File: src/rtl/float_fixed_pkg.sv
// Shared constants and state encoding for the float-to-fixed request scheduler.
package float_fixed_pkg;

    localparam int FLOAT_W  = 32;
    localparam int FIXED_W  = 22;
    localparam int EXP_BIAS = 127;
    localparam int EXP_MSB  = 30;
    localparam int EXP_LSB  = 23;

    typedef logic [1:0] state_t;

    localparam state_t IDLE  = 2'd0;
    localparam state_t ISSUE = 2'd1;
    localparam state_t WAIT  = 2'd2;
    localparam state_t RESP  = 2'd3;

    // Exponent field above the bias means |x| >= 2, inf or NaN: outside the 1.20 range.
    function automatic logic exp_out_of_range(input logic [EXP_MSB-EXP_LSB:0] exp_field);
        return exp_field > 8'(EXP_BIAS);
    endfunction

endpackage

File: src/rtl/rr_arbiter.sv
// Combinational round-robin arbiter: grants the first requester at or after ptr.
module rr_arbiter #(
    parameter int  NUM_REQ = 4,
    localparam int IDX_W   = (NUM_REQ > 1) ? $clog2(NUM_REQ) : 1
) (
    input  logic [NUM_REQ-1:0] req,
    input  logic [IDX_W-1:0]   ptr,
    output logic [NUM_REQ-1:0] grant,
    output logic [IDX_W-1:0]   idx,
    output logic               any_req
);

    logic [IDX_W:0]   sum;
    logic [IDX_W-1:0] sel;

    // Scan from the farthest offset back to ptr so the closest valid requester wins last.
    always_comb begin
        grant   = '0;
        idx     = '0;
        any_req = |req;
        sum     = '0;
        sel     = '0;
        for (int k = NUM_REQ - 1; k >= 0; k--) begin
            sum = {1'b0, ptr} + (IDX_W + 1)'(k);
            if (sum >= (IDX_W + 1)'(NUM_REQ)) begin
                sum = sum - (IDX_W + 1)'(NUM_REQ);
            end
            sel = sum[IDX_W-1:0];
            if (req[sel]) begin
                grant      = '0;
                grant[sel] = 1'b1;
                idx        = sel;
            end
        end
    end

endmodule

File: src/rtl/float_fixed_scheduler.sv
// Round-robin scheduler sharing one float-to-fixed converter among NUM_REQ clients,
// with a watchdog on converter completion and a backpressured tagged response channel.
module float_fixed_scheduler
    import float_fixed_pkg::*;
#(
    parameter int NUM_REQ = 4,
    parameter int ID_W    = 2,
    parameter int TIMEOUT = 16
) (
    input  logic                       clk,
    input  logic                       rst_n,
    input  logic [NUM_REQ-1:0]         req_valid,
    input  logic [NUM_REQ*FLOAT_W-1:0] req_data,
    output logic [NUM_REQ-1:0]         req_ready,
    output logic                       rsp_valid,
    input  logic                       rsp_ready,
    output logic [ID_W-1:0]            rsp_id,
    output logic [FIXED_W-1:0]         rsp_result,
    output logic                       rsp_range_err,
    output logic                       rsp_timeout,
    output logic                       conv_enable,
    output logic [FLOAT_W-1:0]         conv_data,
    input  logic                       conv_done,
    input  logic [FIXED_W-1:0]         conv_result,
    output logic                       busy
);

    localparam int CNT_W = $clog2(TIMEOUT) + 1;

    state_t             state;
    logic [ID_W-1:0]    rr_ptr;
    logic [ID_W-1:0]    id_q;
    logic [CNT_W-1:0]   wait_cnt;
    logic [FLOAT_W-1:0] data_q;
    logic [FIXED_W-1:0] result_q;
    logic               range_err_q;
    logic               timeout_q;

    logic [NUM_REQ-1:0] arb_grant;
    logic [ID_W-1:0]    arb_idx;
    logic               arb_any;
    logic [FLOAT_W-1:0] sel_data;
    logic               wait_expired;
    logic [ID_W-1:0]    next_ptr;

    rr_arbiter #(
        .NUM_REQ (NUM_REQ)
    ) u_arb (
        .req     (req_valid),
        .ptr     (rr_ptr),
        .grant   (arb_grant),
        .idx     (arb_idx),
        .any_req (arb_any)
    );

    assign sel_data     = req_data[arb_idx*FLOAT_W +: FLOAT_W];
    assign wait_expired = (wait_cnt == CNT_W'(TIMEOUT - 1));
    assign next_ptr     = (id_q == ID_W'(NUM_REQ - 1)) ? '0 : id_q + 1'b1;

    // The accept pulse is combinational, so it is also masked while reset is held.
    assign req_ready     = (state == IDLE && rst_n) ? arb_grant : '0;
    assign conv_enable   = (state == ISSUE);
    assign conv_data     = data_q;
    assign rsp_valid     = (state == RESP);
    assign rsp_id        = id_q;
    assign rsp_result    = result_q;
    assign rsp_range_err = range_err_q;
    assign rsp_timeout   = timeout_q;
    assign busy          = (state != IDLE);

    always_ff @(posedge clk or negedge rst_n) begin
        if (!rst_n) begin
            state       <= IDLE;
            rr_ptr      <= '0;
            id_q        <= '0;
            wait_cnt    <= '0;
            data_q      <= '0;
            result_q    <= '0;
            range_err_q <= 1'b0;
            timeout_q   <= 1'b0;
        end else begin
            case (state)
                IDLE: begin
                    if (arb_any) begin
                        id_q        <= arb_idx;
                        data_q      <= sel_data;
                        range_err_q <= exp_out_of_range(sel_data[EXP_MSB:EXP_LSB]);
                        state       <= ISSUE;
                    end
                end
                ISSUE: begin
                    wait_cnt <= '0;
                    state    <= WAIT;
                end
                WAIT: begin
                    // Completion takes priority over the watchdog in the same cycle.
                    wait_cnt <= wait_cnt + 1'b1;
                    if (conv_done) begin
                        result_q  <= conv_result;
                        timeout_q <= 1'b0;
                        state     <= RESP;
                    end else if (wait_expired) begin
                        result_q  <= '0;
                        timeout_q <= 1'b1;
                        state     <= RESP;
                    end
                end
                RESP: begin
                    if (rsp_ready) begin
                        rr_ptr <= next_ptr;
                        state  <= IDLE;
                    end
                end
                default: state <= IDLE;
            endcase
        end
    end

endmodule

File: config.mk
export PLATFORM = sky130hd
export DESIGN_NAME = float_fixed_scheduler
export DESIGN_NICKNAME = d
export VERILOG_FILES = /design/src/rtl/float_fixed_pkg.sv /design/src/rtl/rr_arbiter.sv /design/src/rtl/float_fixed_scheduler.sv
export SDC_FILE = /design/constraint.sdc
export NUM_CORES = 1
export LEC_CHECK = 0
export BUFFER_PORTS_ARGS = -buffer_cell sky130_fd_sc_hd__buf_2
export CORE_MARGIN = 2
export CORE_UTILIZATION = 48
export CTS_CLUSTER_DIAMETER = 40
export DETAILED_ROUTE_END_ITERATION = 8
export GPL_ROUTABILITY_DRIVEN = 0
export PLACE_DENSITY = 0.86
export SLEW_MARGIN = 20
export SYNTH_ARGS = -nofsm -noshare
export SYNTH_HDL_FRONTEND = slang
export SYNTH_HIERARCHICAL = 1
export SYNTH_SLANG_ARGS = --single-unit
File: constraint.sdc
create_clock -name clk -period 5.7 [get_ports clk]
set_input_delay 0.57 -clock clk [delete_from_list [all_inputs] [get_ports clk]]
set_output_delay 0.57 -clock clk [all_outputs]
set_load 0.02 [all_outputs]
======== Word level (Yosys, flattened, before mapping) ========
Cells that the tools add are included.
storage, ports and cells
  flip-flop bits (word level) ............. 67
  input bits .............................. 158
  output and inout bits ................... 65
  logic and storage cells ................. 93
cells by class
  add/sub/neg operators ................... 9
  magnitude comparators ................... 13
  equality and inequality tests ........... 8
  shift-type cells ........................ 1
  mux-type cells .......................... 40
  reduce and logical (&&, ||, !) cells .... 14
operator list
  operator             count
  $shiftx 128x8->32    1
  $mux 22              2
  $mux 2               13
  $mux 4               5
  $lt 2x3->1 const B   4
  $mux 1               10
  $pmux 5 s2           1
  $ge 3x3->1 const B   3
  $bmux 1 s2           4
  $demux 1 s2          4
  $ge 2x1->1 const B   4
  $gt 8x7->1 const B   1
  $pmux 2 s4           1
  $sub 2x1->2 const B  4
  $add 2x2->3 const B  2
  $eq 2x2->1 const B   3
  $reduce_and 2->1     3
  $reduce_bool 2->1    3
  $add 5x1->5 const B  1
  $eq 5x4->1 const B   1
  $logic_and 1x1->1    5
  $reduce_or 4->1      1
  $add 2x1->3 const B  1
  $ge 2x3->1 const B   1
  other kinds (7)      7

======== Longest topological paths before layout ========
Gate-level depths: netlist (run 1).
  depth in word-level cells ............... 12
  mapped depth ............................ 11
  depth with buffers taken out ............ 9

======== Modules after synthesis ========
Netlist (run 1), hierarchy kept.
modules (own cells, without submodules)
  module                 times used  cells an instance  area each (µm²)  sequential area each (µm²)
  float_fixed_scheduler  1           298                3454.6           1676.6
  rr_arbiter             1           62                 498.0            0.0

======== Worst setup path before layout (run 1) ========
Ideal clock, no wire load.
  path kind ............................... reg-to-output
  from .................................... register rr_ptr[1]
  to ...................................... output port req_ready[1]
  data arrival time ....................... 2.478 ns
  required time ........................... 5.130 ns
  slack ................................... 2.652 ns
  stages on the path, launching flop included .. 9
  buffers on the path ..................... 1
  cell sequence ........................... dfrtp_1 -> inv_1 -> ha_1 -> clkbuf_2 -> mux4_2 -> or4_1 -> a21o_1 -> o211ai_1 -> and3_1
on the way
  longest elaborated chain between the ends .. 12
  elaborated cells on any way between the ends .. 48
  classes of those cells .................. 7 x add/sub; 12 x order compare; 25 x mux; 4 x reduce/logical
RTL lines
  what                                                                   RTL line                            RTL
  from (decl)                                                            float_fixed_scheduler.sv:31         logic [ID_W-1:0] rr_ptr;
  from (signal assigned)                                                 float_fixed_scheduler.sv:110        rr_ptr <= next_ptr;
  $add 2x2->3                                                            rr_arbiter.sv:24                    sum = {1'b0, ptr} + (IDX_W + 1)'(k);
  $ge 3x3->1 / $sub 2x1->2 (equally long branches)                       rr_arbiter.sv:25, rr_arbiter.sv:26
  $mux 2                                                                 rr_arbiter.sv:25                    if (sum >= (IDX_W + 1)'(NUM_REQ)) begin
  $lt 2x3->1 (implied by the code) / $ge 2x1->1 (equally long branches)  rr_arbiter.sv:31                    grant[sel] = 1'b1;
  $logic_and 1x1->1 (implied by the code)                                rr_arbiter.sv:31
  $mux 1 (implied by the code)                                           rr_arbiter.sv:31
  $demux 1 s2                                                            -
  $mux 4 (3 in series)                                                   rr_arbiter.sv:29                    if (req[sel]) begin
  $mux 4 (*)                                                             rr_arbiter.sv:29
  via arb_grant[1]                                                       float_fixed_scheduler.sv:39         logic [NUM_REQ-1:0] arb_grant;
  $mux 4 (*)                                                             float_fixed_scheduler.sv:61         assign req_ready = (state == IDLE && rst_n) ? arb_grant : '0;
  to (decl)                                                              float_fixed_scheduler.sv:14         output logic [NUM_REQ-1:0] req_ready,
The timed path passes the listed nets; every way through them passes the cells marked *. The select of a mux whose other input is x is not followed.

======== Worst setup path in the final report (run 1) ========
  from .................................... register rr_ptr[0]
  to ...................................... output port req_ready[1]
Same word-level chain as after synthesis.

==> results.ini, run 1 <==
[global_route]
grt_usage=0.258
grt_remaining_overflow=0
grt_pass1_wl_mm=17.9
grt_antenna_before_repair=0
grt_pass1_vias=3744
grt_max_degree=52

[yosys]
synth_top_area_share=0.424
yosysUniqueCellTypes=44
synth-seq-cells=67
synth_top_area_cell=dfrtp_1
yosys.cell_count.top_type=mux2i_1
synthTopCellsByCount=69 x mux2i_1, 67 x dfrtp_1, 39 x nand2_1, 32 x o221ai_1, 23 x a22o_1
async_flop_share=1.00
ys_warn_count=6
avgSynthCellArea_um2=11.0
synth_edf_count=0
seq_area_frac_synth=0.424
synthCells=360
synth_ff_type=dfrtp_1
syn_area_um2=3950
syn-num-nets=534
netlist_top_cells_area=dfrtp_1 42%, mux2i_1 17%, o221ai_1 7.1%

[critical_path]
reg2reg_depth=8
cp_cell_sequence=inv_1 -> ha_1 -> mux4_2 -> or4_1 -> a21o_1 -> o211ai_1 -> and3_1 -> buf_2
r2r-end=rsp_range_err
r2r_slack_ps=1980
crit_fanout=14
required_ps=5130
cp.arrival_ps=3200
cpMaxStageDelayCell=dfrtp_1
rr_startpoint=rr_ptr[0]
critPathMaxStageDelay_ps=660
timing_worst_setup_path_type=reg -> out
endpoint_kind=primary output
crit_family=simple AND/OR/NAND/NOR gates
crit_buf_inv=2
worstSetupStartpointType=register

[drt]
drt_iter0_markers=148
wl_per_cell_um=17.1
firstDrtPassIters=5
vias=3813
postRouteAntennaNets=0
wl_mm=11.6
route.detailed.drc=0
viasPerCell=5.59

[clock_network]
postCtsHoldBufs=0
cts_buffers=9
post-cts-setup-buffer-count=0
worstSkewPairLatency_ps=340
cts_buffer_depth=2
clock_sinks=67
h-tree-depth=3
cts_tree=built
cts-root-buf=clkbuf_8
clk_pin_slew_ps=80
post_cts_resized=0

[floorplanning]
fp.dieH_um=94.7
fp.dieArea_um2=8980
start_util=0.488
num_rows=33
die_w_um=94.7
coreArea_um2=8090
io_pins=223

[sta]
finClkSkew_ps=12.2
slew_headroom=0.332
min_period_over_period=0.661
fmax_mhz=266
worstMarginPinSlew_ps=999
final.min_clock_period_ps=3770
setup_tns_ps=0
drv_slew=0
hold_viol=0
grt_setup_unrepaired=no
setup_viol=0

[hold_path]
hold_class=in -> async

[cells_and_area]
drive_gt1_frac=0.444
area_growth_pct=34.8
nets=746
fin_util=0.658
num-fill-cells=664
antenna_cells=0

[pwr]
peakVddDrop_uv=304
power_leakage_uw=0.00288
powerDensity_nw_per_um2=598

[placement]
dp_hpwl_mm=8.72
io_buffer_count=222

[run]
max-cap-violations=0

[status]
outcome=completed

==> per-stage QoR <==
step / area, µm² / instances / hold WS (ps) / worst slack (ps) / power, µW
floorplan: 3950 / 360 / 274 / 2650 / 2210
global placement: 5060 / 666 / 461 / 2190 / 2600
detailed placement: 5070 / 666 / 468 / 1990 / 2690
CTS: 5330 / 682 / 171 / 1920 / 3200
global route: 5330 / 682 / 191 / 1650 / 3410
finish: 5330 / 682 / 176 / 1930 / 3190
==> placed cells by master (no fill, tap or decap), types with 5 or more instances in the layout <==
master    count
ha_1         16
inv_1        13
mux2i_1      69
nor2_1        7
clkbuf_8     11
buf_4         5
buf_2       222
nand2_1      38
nand3_1       8
and3_1        5
nand4_1       5
a22o_1       23
mux2_2        5
dfrtp_1      67
o221ai_1     32
==> metal layers <==
layer	global-route usage	routed length (µm)
met4	0.0870	216
met2	0.456	6090
met5	0	0
met1	0.306	4430
met3	0.0638	892
==> worst max-delay path by stage <==
stage / from / end / slack, ps / depth (start not counted)
finish: rr_ptr[0] / req_ready[1] / 1930 / 8
global route: rr_ptr[0] / rsp_range_err / 1650 / 8
CTS: rr_ptr[0] / req_ready[1] / 1920 / 8
detailed placement: rr_ptr[0] / rsp_range_err / 1990 / 8
global placement: rr_ptr[0] / rsp_range_err / 2190 / 8
floorplan: rr_ptr[1] / req_ready[1] / 2650 / 8
==> power breakdown <==
part / switching (µW) / total, µW / internal [µW] / leakage [µW]
Combinational: 1080 / 1820 / 744 / 0.00191
Clock: 189 / 507 / 317 / 0.000130
Sequential: 158 / 859 / 700 / 0.000837
Total: 1420 / 3190 / 1760 / 0.00288
==> state kept, by name (all words and copies together) (netlist names) <==
name	cells
wait_cnt	5
state	2
rsp_id	2
rr_ptr	2
rsp_result	22
rsp_range_err	1
conv_data	32
rsp_timeout	1
==> logic make-up after synthesis <==
family,Yosys count,synth area share
adder cells (fa/ha/maj),16,0.0506
multiplexers,76,0.201
flip-flops,67,0.424
AND/OR/NAND/NOR,75,0.0902
buffers and inverters,40,0.0586
AO/OA/AOI/OAI,86,0.175
==> area by class of cell <==
| class | instances | area [µm²] | area share |
|---|---|---|---|
| Multi-Input combinational cell | 253 | 2060 | 0.386 |
| Sequential cell | 67 | 1680 | 0.315 |
| Timing Repair Buffer | 227 | 1150 | 0.216 |
| Clock buffer | 11 | 151 | 0.0284 |
| Tap cell | 105 | 131 | 0.0247 |
| Clock inverter | 5 | 108 | 0.0202 |
| Inverter | 14 | 52.6 | 0.00987 |
(Power assumes the default switching activity.)
==> inputs of run 2 (changes only) <==
- CORE_UTILIZATION: 48 -> 45
- PLACE_DENSITY: 0.86 -> 0.81
- clock period: 5.7 -> 3.5 ns (I/O delays scaled with it)
==> run 2 against run 1 <==
Net effect: critical path depth unchanged; non-clock buffer count up 6; clock-buffer cell count down 2; sequential share of layout area about the same; clock skew down 2.1 ps; via count about the same; critical path type unchanged.
==> results.ini, run 2 (same netlist as run 1, synthesis figures left out) <==
[sta]
drv_slew=0
setup_tns_ps=0
min_period_over_period=0.942
finClkSkew_ps=10.1
final.min_clock_period_ps=3300
grt_setup_unrepaired=no
setup_viol=0
slew_headroom=0.427
worstMarginPinSlew_ps=856
fmax_mhz=303
hold_viol=0

[floorplanning]
num_rows=34
start_util=0.458
fp.dieArea_um2=9550
coreArea_um2=8640
io_pins=223
fp.dieH_um=97.7
die_w_um=97.7

[clock_network]
clock_sinks=67
cts_buffers=9
cts_tree=built
post-cts-setup-buffer-count=0
worstSkewPairLatency_ps=330
h-tree-depth=3
clk_pin_slew_ps=90
cts_buffer_depth=2
cts-root-buf=clkbuf_8

[global_route]
grt_usage=0.238
grt_remaining_overflow=0
grt_pass1_vias=3871
grt_antenna_before_repair=0
grt_pass1_wl_mm=18.3
grt_max_degree=49

[placement]
dp_hpwl_mm=8.60
io_buffer_count=222
post_dp_cell_area_um2=5120

[critical_path]
endpoint_kind=primary output
cp_cell_sequence=inv_1 -> ha_1 -> mux4_2 -> or4_1 -> a21o_1 -> o211ai_1 -> and3_1 -> buf_2
crit_fanout=11
critPathMaxStageDelay_ps=530
timing_worst_setup_path_type=reg -> out
required_ps=3150
worstSetupStartpointType=register
cp.arrival_ps=2950
r2r_slack_ps=620
cpMaxStageDelayCell=or4_1

[drt]
firstDrtPassIters=4
wl_mm=11.5
wl_per_cell_um=16.7
vias=3815
postRouteAntennaNets=0
drt_iter0_markers=139
viasPerCell=5.52
route.detailed.drc=0

[cells_and_area]
regArea_um2=1680
final_cell_mix=222 x buf_2, 69 x mux2i_1, 66 x dfrtp_1, 39 x nand2_1, 32 x o221ai_1
largest_register_ffs=32
design_area_um2=5340
drive_gt1_frac=0.448
num-fill-cells=729
multi_input_area_um2=2060
area_growth_pct=35.0
final_common_cell=buf_2
antenna_cells=0
nets=752

[pwr]
powerDensity_nw_per_um2=956
peakVddDrop_uv=520
power_leakage_uw=0.00288

[run]
max-cap-violations=0

[status]
outcome=completed

[hold_path]
hold_class=in -> reg

==> run 2: cell types whose count changed in the layout (fill, tap and decap cells not counted), sizes merged <==
| cell | before | now |
|---|---|---|
| clkbuf | 11 | 9 |
| buf | 227 | 232 |
| clkinv | 1 | 0 |
| dlygate4sd3 | 0 | 1 |
| clkinvlp | 0 | 1 |
| inv | 15 | 19 |
| bufinv | 3 | 1 |
==> run 2: path summary, 6_finish.rpt <==
| path | cells past startpoint | start | end |
|---|---|---|---|
| min in group asynchronous | 2 | rst_n | conv_data[11] |
| min reg2reg | 1 | rsp_range_err | rsp_range_err |
| max reg2reg | 7 | rr_ptr[1] | conv_data[17] |
| min | 2 | conv_result[11] | rsp_result[11] |
| max in group asynchronous | 3 | rst_n | rr_ptr[1] |
| max | 8 | rr_ptr[1] | req_ready[1] |
==> run 2: final cells by class <==
| type | instances | area share |
|---|---|---|
| clock buffers | 9 | 0.0232 |
| clock inverters | 7 | 0.0152 |
| inverters | 14 | 0.00985 |
| multi-input cells | 253 | 0.385 |
| flip-flops and latches | 67 | 0.314 |
| well taps | 108 | 0.0253 |
| repair buffers | 233 | 0.227 |
==> run 2: timing repair <==
action | in CTS | in global routing
hold buffers | 1 | 0
endpoints found under the hold margin | 5 | 0
gates resized for setup | 0 | 1
setup endpoints to repair | 0 | 1
==> run 2: routing by layer <==
| layer | vias up | GRT usage | part of all wire |
|---|---|---|---|
| met5 | - | 0 | 0 |
| met4 | 0 | 0.0844 | 0.021 |
| met3 | 22 | 0.0554 | 0.060 |
| met2 | 169 | 0.414 | 0.51 |
| met1 | 1819 | 0.289 | 0.41 |
| li1 | 1805 | - | - |
==> run 2: through the flow <==
stage | setup WS (ps) | cells | power (µW) | hold slack (ps) | utilization
finish | 202 | 691 | 5100 | 216 | 0.618
global route | 9.07 | 691 | 5450 | 202 | 0.618
CTS | 69.4 | 691 | 5130 | 202 | 0.618
detailed placement | 456 | 674 | 4440 | 373 | 0.593
global placement | 531 | 674 | 4330 | 351 | 0.593
floorplan | 672 | 360 | 3610 | 54.4 | -
==> run 2: where the power goes <==
| part | internal (µW) | switching (µW) |
|---|---|---|
| Clock | 342 | 327 |
| Combinational | 1260 | 1800 |
| Sequential | 1140 | 226 |
==> run 2: worst max-delay path: cells and delay by family (launching register included) <==
kind	cells	cell delay (ps)
AND/OR/NAND/NOR	2	690
flip-flops	1	490
adder cells (fa/ha/maj)	1	440
multiplexers	1	430
buffers and inverters	2	340
AO/OA/AOI/OAI	2	230
